### src/rtl/dcache_ctrl.sv
// dcache_ctrl: MEM-stage data cache controller.
// Direct-mapped, one word per line, write-through, no-write-allocate,
// backed by a multi-cycle memory with a req/ack handshake. stall_o freezes
// the pipeline while a backing-memory transaction is outstanding.
// Optional hit/miss statistics counters are built when DCACHE_STATS_EN is defined.
module dcache_ctrl #(
    parameter int INDEX_BITS = 5
) (
    input  logic        clk_i,
    input  logic        rst_i,
    input  logic        MemRead_i,
    input  logic        MemWrite_i,
    input  logic [31:0] addr_i,
    input  logic [31:0] wdata_i,
    output logic [31:0] rdata_o,
    output logic        stall_o,
    output logic        mem_req_o,
    output logic        mem_we_o,
    output logic [31:0] mem_addr_o,
    output logic [31:0] mem_wdata_o,
    input  logic [31:0] mem_rdata_i,
    input  logic        mem_ack_i
`ifdef DCACHE_STATS_EN
    ,
    output logic [31:0] hit_cnt_o,
    output logic [31:0] miss_cnt_o
`endif
);

    localparam int LINES    = 1 << INDEX_BITS;
    localparam int TAG_BITS = 30 - INDEX_BITS;

    typedef enum logic [1:0] {
        ST_IDLE  = 2'd0,
        ST_RMISS = 2'd1,
        ST_WRITE = 2'd2,
        ST_DONE  = 2'd3
    } state_t;

    state_t                state_q, state_d;
    logic [LINES-1:0]      valid_q;
    logic [TAG_BITS-1:0]   tag_q  [LINES];
    logic [31:0]           data_q [LINES];
    logic                  mem_req_q, mem_req_d;
    logic                  mem_we_q, mem_we_d;
    logic [31:0]           mem_addr_q, mem_addr_d;
    logic [31:0]           mem_wdata_q, mem_wdata_d;
    logic [31:0]           rdata_q, rdata_d;
    logic                  rd_done_q, rd_done_d;

    logic [INDEX_BITS-1:0] idx_s;
    logic [TAG_BITS-1:0]   tag_s;
    logic                  hit_s;
    logic [INDEX_BITS-1:0] fill_idx_s;
    logic [TAG_BITS-1:0]   fill_tag_s;
    logic                  fill_s;
    logic                  wr_upd_s;
    logic                  stall_s;
    logic [31:0]           rdata_s;
    logic                  unused_s;

    // Byte offset is irrelevant for word accesses.
    assign unused_s   = ^addr_i[1:0];
    assign idx_s      = addr_i[INDEX_BITS+1:2];
    assign tag_s      = addr_i[31:INDEX_BITS+2];
    assign hit_s      = valid_q[idx_s] && (tag_q[idx_s] == tag_s);
    // Fills use the latched request address so the line written always matches the request issued.
    assign fill_idx_s = mem_addr_q[INDEX_BITS+1:2];
    assign fill_tag_s = mem_addr_q[31:INDEX_BITS+2];

    // Next-state, memory-request and pipeline-facing output decode.
    always_comb begin
        state_d     = state_q;
        mem_req_d   = mem_req_q;
        mem_we_d    = mem_we_q;
        mem_addr_d  = mem_addr_q;
        mem_wdata_d = mem_wdata_q;
        rdata_d     = rdata_q;
        rd_done_d   = rd_done_q;
        fill_s      = 1'b0;
        wr_upd_s    = 1'b0;
        stall_s     = 1'b0;
        rdata_s     = 32'h0000_0000;
        case (state_q)
            ST_IDLE: begin
                if (MemWrite_i) begin
                    // Read+write together is treated as a plain write.
                    stall_s     = 1'b1;
                    wr_upd_s    = hit_s;
                    state_d     = ST_WRITE;
                    mem_req_d   = 1'b1;
                    mem_we_d    = 1'b1;
                    mem_addr_d  = {addr_i[31:2], 2'b00};
                    mem_wdata_d = wdata_i;
                end else if (MemRead_i) begin
                    if (hit_s) begin
                        rdata_s = data_q[idx_s];
                    end else begin
                        stall_s    = 1'b1;
                        state_d    = ST_RMISS;
                        mem_req_d  = 1'b1;
                        mem_we_d   = 1'b0;
                        mem_addr_d = {addr_i[31:2], 2'b00};
                    end
                end else begin
                    stall_s = 1'b0;
                end
            end
            ST_RMISS: begin
                stall_s = 1'b1;
                if (mem_ack_i) begin
                    fill_s    = 1'b1;
                    rdata_d   = mem_rdata_i;
                    mem_req_d = 1'b0;
                    rd_done_d = 1'b1;
                    state_d   = ST_DONE;
                end else begin
                    state_d = ST_RMISS;
                end
            end
            ST_WRITE: begin
                stall_s = 1'b1;
                if (mem_ack_i) begin
                    mem_req_d = 1'b0;
                    rd_done_d = 1'b0;
                    state_d   = ST_DONE;
                end else begin
                    state_d = ST_WRITE;
                end
            end
            ST_DONE: begin
                if (rd_done_q) begin
                    rdata_s = rdata_q;
                end else begin
                    rdata_s = 32'h0000_0000;
                end
                state_d = ST_IDLE;
            end
            default: begin
                state_d   = ST_IDLE;
                mem_req_d = 1'b0;
            end
        endcase
    end

    assign stall_o     = stall_s;
    assign rdata_o     = rdata_s;
    assign mem_req_o   = mem_req_q;
    assign mem_we_o    = mem_we_q;
    assign mem_addr_o  = mem_addr_q;
    assign mem_wdata_o = mem_wdata_q;

    // Control state, request registers and valid bits with synchronous reset.
    always_ff @(posedge clk_i) begin
        if (rst_i) begin
            state_q     <= ST_IDLE;
            valid_q     <= '0;
            mem_req_q   <= 1'b0;
            mem_we_q    <= 1'b0;
            mem_addr_q  <= 32'h0000_0000;
            mem_wdata_q <= 32'h0000_0000;
            rdata_q     <= 32'h0000_0000;
            rd_done_q   <= 1'b0;
        end else begin
            state_q     <= state_d;
            mem_req_q   <= mem_req_d;
            mem_we_q    <= mem_we_d;
            mem_addr_q  <= mem_addr_d;
            mem_wdata_q <= mem_wdata_d;
            rdata_q     <= rdata_d;
            rd_done_q   <= rd_done_d;
            if (fill_s) begin
                valid_q[fill_idx_s] <= 1'b1;
            end else begin
                valid_q <= valid_q;
            end
        end
    end

    // Tag/data storage; contents are meaningless until the valid bit is set, so no reset.
    always_ff @(posedge clk_i) begin
        if (rst_i) begin
            // A reset abandons any fill or store in flight.
        end else if (fill_s) begin
            tag_q[fill_idx_s]  <= fill_tag_s;
            data_q[fill_idx_s] <= mem_rdata_i;
        end else if (wr_upd_s) begin
            data_q[idx_s] <= wdata_i;
        end else begin
            // No storage update this cycle.
        end
    end

`ifdef DCACHE_STATS_EN
    logic [31:0] hit_cnt_q;
    logic [31:0] miss_cnt_q;
    logic        cnt_hit_s;
    logic        cnt_miss_s;

    assign cnt_hit_s  = (state_q == ST_IDLE) && MemRead_i && !MemWrite_i && hit_s;
    assign cnt_miss_s = (state_q == ST_IDLE) && (state_d == ST_RMISS);

    // Saturating read hit/miss counters.
    always_ff @(posedge clk_i) begin
        if (rst_i) begin
            hit_cnt_q  <= 32'h0000_0000;
            miss_cnt_q <= 32'h0000_0000;
        end else begin
            if (cnt_hit_s && (hit_cnt_q != 32'hFFFF_FFFF)) begin
                hit_cnt_q <= hit_cnt_q + 32'd1;
            end else begin
                hit_cnt_q <= hit_cnt_q;
            end
            if (cnt_miss_s && (miss_cnt_q != 32'hFFFF_FFFF)) begin
                miss_cnt_q <= miss_cnt_q + 32'd1;
            end else begin
                miss_cnt_q <= miss_cnt_q;
            end
        end
    end

    assign hit_cnt_o  = hit_cnt_q;
    assign miss_cnt_o = miss_cnt_q;
`endif

endmodule
### config.mk
export PLATFORM = sky130hd
export DESIGN_NAME = dcache_ctrl
export DESIGN_NICKNAME = d
export VERILOG_FILES = /design/src/rtl/dcache_ctrl.sv
export SDC_FILE = /design/constraint.sdc
export NUM_CORES = 2
export LEC_CHECK = 0
export CORE_UTILIZATION = 50
export CTS_BUF_LIST = sky130_fd_sc_hd__clkbuf_8
export CTS_CLUSTER_DIAMETER = 60
export DETAILED_ROUTE_END_ITERATION = 10
export PLACE_DENSITY = 0.71
export SYNTH_ARGS = -nofsm -noshare
export SYNTH_HDL_FRONTEND = slang
export SYNTH_SLANG_ARGS = --single-unit
### constraint.sdc
create_clock -name clk_i -period 7.9 [get_ports clk_i]
set_clock_uncertainty 0.15 [all_clocks]
set_input_delay 1.58 -clock clk_i [delete_from_list [all_inputs] [get_ports clk_i]]
set_output_delay 1.58 -clock clk_i [all_outputs]
set_load 0.05 [all_outputs]
# Word level (Yosys, flattened, before mapping)
# Memories as Yosys holds them, arrays and structs flattened.
# Index checks and enable logic that the tools add are counted.
dict set report word_totals {
  reg_bits 133
  ramBits 1824
  inputBits 101
  out_inout_bits 99
  elab_cells 84
  mem_count 2
}
# name words width read_ports rd_clocked_by_memory_dff wr line
set mem_list {}
lappend mem_list {data_q 32 32 1 0 1 43} ;# logic [31:0] data_q [LINES];
lappend mem_list {tag_q 32 25 1 0 1 42} ;# logic [TAG_BITS-1:0] tag_q [LINES];
dict set report op_classes {
  n_lt_le_gt_ge 3
  n_eq_ne 10
  n_mux 46
  bitwise 1
  n_reduce_logical 14
}
# cell count
set op_table {}
lappend op_table {{$mux W32} 8}
lappend op_table {{$pmux W32 S2} 1}
lappend op_table {{$or A32 B32 Y32} 1}
lappend op_table {{$reduce_or A32 Y1} 1}
lappend op_table {{$mux W1} 26}
lappend op_table {{$eq A25 B25 Y1} 1}
lappend op_table {{$lt A5 B6 Y1 const B} 2}
lappend op_table {{$mux W2} 4}
lappend op_table {{$pmux W2 S4} 1}
lappend op_table {{$ne A2 B2 Y1 const B} 3}
lappend op_table {{$ne A3 B3 Y1 const B} 2}
lappend op_table {{$pmux W1 S2} 3}
lappend op_table {{$reduce_and A2 Y1} 3}
lappend op_table {{$reduce_and A3 Y1} 2}
lappend op_table {{$reduce_bool A2 Y1} 3}
lappend op_table {{$bmux W1 S5} 1}
lappend op_table {{$demux W1 S5} 1}
lappend op_table {{$ge A5 B1 Y1 const B} 1}
lappend op_table {{$mux W5} 1}
lappend op_table {{$eq A2 B2 Y1 const B} 2}
lappend op_table {{$reduce_and A4 Y1} 1}
lappend op_table {{$eq A2 B1 Y1 const B} 1}
lappend op_table {{$logic_and A1 B1 Y1} 2}
lappend op_table {{$logic_not A2 Y1} 1}
lappend op_table {{other kinds (2)} 2}

# Logic depth before layout (Yosys ltp)
dict set report logic_depth {
  ltp_word 11
  ltp_mapped 16
  ltp_nobuf 10
}

# Worst setup path after synthesis
# OpenSTA, ideal clock, no wires.
dict set report synth_timing {
  path_type {input to register}
  from {input port addr_i[2]}
  to {memory data_q[0][0], enable pin}
  setup_time_ps 466
  arrival_ps 6875
  required_ps 7284
  setup_slack_ps 410
  cell_stages 11
  n_path_buf 4
  cell_sequence {buf_6 > buf_6 > buf_4 > buf_2 > mux4_2 > mux4_2 > a2111oi_0 > nand4b_1 > nor4_4 > nand2_1 > o21ai_0}
}
dict set report synth_via {
  elab_chain_len 11
  elab_cells_between_ends 14
  classes_between {1 x eq/ne; 10 x mux; 2 x reduce/logical; 1 x memory}
}
# element line
set synth_lines {}
lappend synth_lines {{start: declaration} 13} ;# input logic [31:0] addr_i,
lappend synth_lines {{$mem_v2 Z32 W25 or $bmux W1 S5 (tied branches)} n/a}
lappend synth_lines {{$eq A25 B25 Y1 or $mux W1 (tied branches)} 66} ;# assign hit_s = valid_q[idx_s] && (tag_q[idx_s] == tag_s);
lappend synth_lines {{$logic_and A1 B1 Y1} 66}
lappend synth_lines {{$mux W1} 86} ;# if (MemWrite_i) begin
lappend synth_lines {{$mux W1} 84} ;# case (state_q)
lappend synth_lines {{$mux W1} 187} ;# end else if (wr_upd_s) begin
lappend synth_lines {{$mux W1} 184} ;# end else if (fill_s) begin
lappend synth_lines {{$mux W1} 182} ;# if (rst_i) begin
lappend synth_lines {{$mux W1 (implied by the code)} 188} ;# data_q[idx_s] <= wdata_i;
lappend synth_lines {{$reduce_or A32 Y1 (no source line)} n/a}
lappend synth_lines {{$mux W5 (no source line) or $mux W1 (tied branches)} n/a}
lappend synth_lines {{end: declaration} 43}
# Parallel ways exist; a longest one is shown, timed or not. The select of a mux whose other input is x is not followed.

# Worst setup path in the final report
dict set report layout_timing {
  from {input port addr_i[6]}
  to {output port rdata_o[29]}
}
dict set report layout_via {
  elab_chain_len 7
  elab_cells_between_ends 10
  classes_between {1 x eq/ne; 6 x mux; 1 x reduce/logical; 2 x memory}
}
# element line
set layout_lines {}
lappend layout_lines {{$mem_v2 Z32 W25 or $bmux W1 S5 (tied branches)} n/a}
lappend layout_lines {{$eq A25 B25 Y1 or $mux W1 (tied branches)} 66}
lappend layout_lines {{$logic_and A1 B1 Y1} 66}
lappend layout_lines {{$mux W32 (*)} 96} ;# if (hit_s) begin
lappend layout_lines {{$mux W32 (*)} 95} ;# end else if (MemRead_i) begin
lappend layout_lines {{$mux W32 (*)} 86}
lappend layout_lines {{$pmux W32 S2 (*)} 84}
lappend layout_lines {{end: declaration} 15} ;# output logic [31:0] rdata_o,
# Mark *: on every way between the ends. The rest lies on a longest branch, timed or not. The select of a mux whose other input is x is not followed.

==> impl_metrics.ini <==
[power_and_ir_drop]
leakagePower_nw = 28.7
peakVddDrop_mv = 0.105
power.density_nw_per_um2 = 236

[timing]
final.setup.tns_ns = 0
fmax_mhz = 134
drv_slew = 0
tightest_slew_ns = 1.26
hold_ws_ns = 0.304
grt_setup_unrepaired = no
fin_crit_sh_pct = 94.5
slew_headroom_pct = 15.7
fin_crit_ns = 7.47
setup_violations = 0
hold_viol_final = 0

[global_route]
grt_pass1_vias = 39100
grt_max_degree = 120
met2_usage_pct = 39.5
top_usage_layer = met2
grt.met1_usage_pct = 34.3
overflow = 0
antenna_found_initial = 6
grt_pass1_wl_mm = 270
track_usage_pct = 24.9
met3_usage_pct = 5.82

[flow_run]
drv_cap = 0

[floorplanning]
die_x_um = 392
ios = 200
rows = 142
die_h_um = 392
core_um2 = 150000
die_area_um2 = 153000
initial_core_util_pct = 50.5

[worst_setup_path]
end_kind = primary output
slowest_delay_ns = 0.70
start_kind = input port
crit_slowest_cell = or4_1
startpoint = addr_i[6]
rr_startpoint = tag_q[13][21]$_DFFE_PP_
path_cells = buf_2 -> buf_4 -> or3_1 -> o22ai_1 -> nor4_1 -> xnor2_1 -> nand2_1 -> or3_1 -> or4_1 -> nor3_1 -> nand2_1 -> buf_12 -> o21ai_0 -> buf_12
cp_data_required_time_ns = 6.17
critPathKind = in -> out
critical_path_arrival_ns = 5.74
cp_max_fo = 32

[finish]
fill_cells = 10700
drive_gt1_share_pct = 25.9
area_growth_pct = 15.2
final_cell_mix = edfxtp_1 (1824), mux4_2 (465), clkbuf_8 (332), mux2i_1 (206), nand2_1 (169)
fin_nets = 4261
final_cells = 6380
final_common_cell = edfxtp_1
final_area_um2 = 87400

[placement]
place_inst = 5858
dpl.hpwl_mm = 103
place.gp.congestion = 0.824
port_buffers = 195
placed_area_um2 = 82000

[worst_hold_path]
hold_path.class = reg -> reg
min_from = mem_wdata_o[26]$_SDFFE_PP0P_

[clock_tree]
cts_made_buffers = 311
post_cts_resize_count = 0
cts-root-buf = clkbuf_8
clockBufferDepth = 4
htreeDepth = 5
cts_tree = yes
clkTransAtPathRegs_ns = 0.06
cts_setup_buffers = 0
clk_latency_ns = 0.99
clock-sinks = 1955
holdBufCountCts = 0

[synth]
synth_compound_area_share_pct = 2.81
yosysWarnings = 0
synth_xor_xnor_area_share_pct = 0.231
synthMuxAreaShare_pct = 17.0
yosysUniqueCellTypes = 69
ys_ff_latch = 1955
synthCells = 3669
synth_top_family_by_area = multiplexers
synthAdderAreaFrac_pct = 0.0824
async_reset_ff_share_pct = 0
ys.flop_type = edfxtp_1
ys_seq_area_share_pct = 75.6
synth-simple-area-share_pct = 2.56
synth-edff-count = 1824
synth_area_um2 = 75900
syn_avg_cell_area_um2 = 20.7

[route]
firstDrtPassIters = 6
drt_iter0_drc = 4912
drc_errors = 0
wl_per_cell_um = 29.8
drt-total-wl_mm = 190
num_vias = 39100
vias_per_cell = 6.13
ant_nets = 0

[status]
status = completed
[cell usage after synthesis, types with 25 or more instances]
master    number  area share (%)
dfxtp_1      131             3.5
nand2_1      169            0.84
buf_1         25            0.12
a22oi_1       51            0.50
inv_1         69            0.34
a22o_1        38            0.44
o22ai_1       26            0.21
mux4_2       465              14
edfxtp_1    1824              72
nand2b_1      63            0.52
mux2_2        33            0.49
mux2i_1      206             2.7
buf_2         53            0.35
nand3_1       32            0.21
nor2_1        25            0.12
o21ai_0      105            0.69
clkbuf_1      91            0.45
a21oi_1       50            0.33
[area by class of cell]
type	count	area [um2]	share of cell area, %
sequential	1955	57400	65.7
multi-input combinational	1441	17600	20.2
clock buffer	332	4570	5.23
timing repair buffer	374	4170	4.77
tap	2016	2520	2.89
clock inverter	187	835	0.955
inverter	72	277	0.316
antenna	3	7.51	0.00859
[final timing paths]
check	end	slack [ns]	depth (start not counted)
max reg2reg	data_q[28][16]$_DFFE_PP_	2.63	12
max	rdata_o[29]	0.43	14
min	mem_wdata_o[26]$_SDFFE_PP0P_	0.30	2
min reg2reg	mem_wdata_o[26]$_SDFFE_PP0P_	0.30	2
[state kept, by name, summed over array words and instances (netlist names)]
register and cells:
mem_addr_o 30, valid_q 32, tag_q 800, mem_wdata_o 32
mem_req_o 1, data_q 1024, state_q 2, rdata_q 32
mem_we_o 1, rd_done_q 1
[per-layer routing]
layer / wire (um) / share of wire (%)
met5: 0 / 0
met4: 5040 / 2.6
met3: 20800 / 11
met2: 92100 / 48
met1: 72500 / 38
[power by group]
group | switching [mW] | internal [mW] | leakage (nW)
sequential | 0.157 | 11.5 | 17.6
combinational | 0.802 | 0.522 | 7.93
clock | 3.74 | 3.94 | 3.17
[per-stage QoR]
step           utilization (%)  power (mW)  setup slack, ns
2_1_floorplan                -        12.6            0.410
3_3_place_gp              54.6        13.1            0.537
3_5_place_dp              54.6        13.2            0.520
4_1_cts                   58.1        20.8            0.508
5_1_grt                   58.1        21.2            0.161
6_report                  58.2        20.6            0.434
[critical path: cells and delay by family]
family	cells	cell delay (ns)
AND/OR/NAND/NOR	7	2.34
AO/OA/AOI/OAI	2	0.43
XOR/XNOR	1	0.16
buffers and inverters	4	1.17
[cells by family after synthesis]
family | after synthesis
flops | 1955
mux | 706
simple gates | 381
compound gates | 327
buf+inv | 274
xor+xnor | 20
fa+ha+maj | 5
other cells | 1
(Power assumes the default switching activity.)
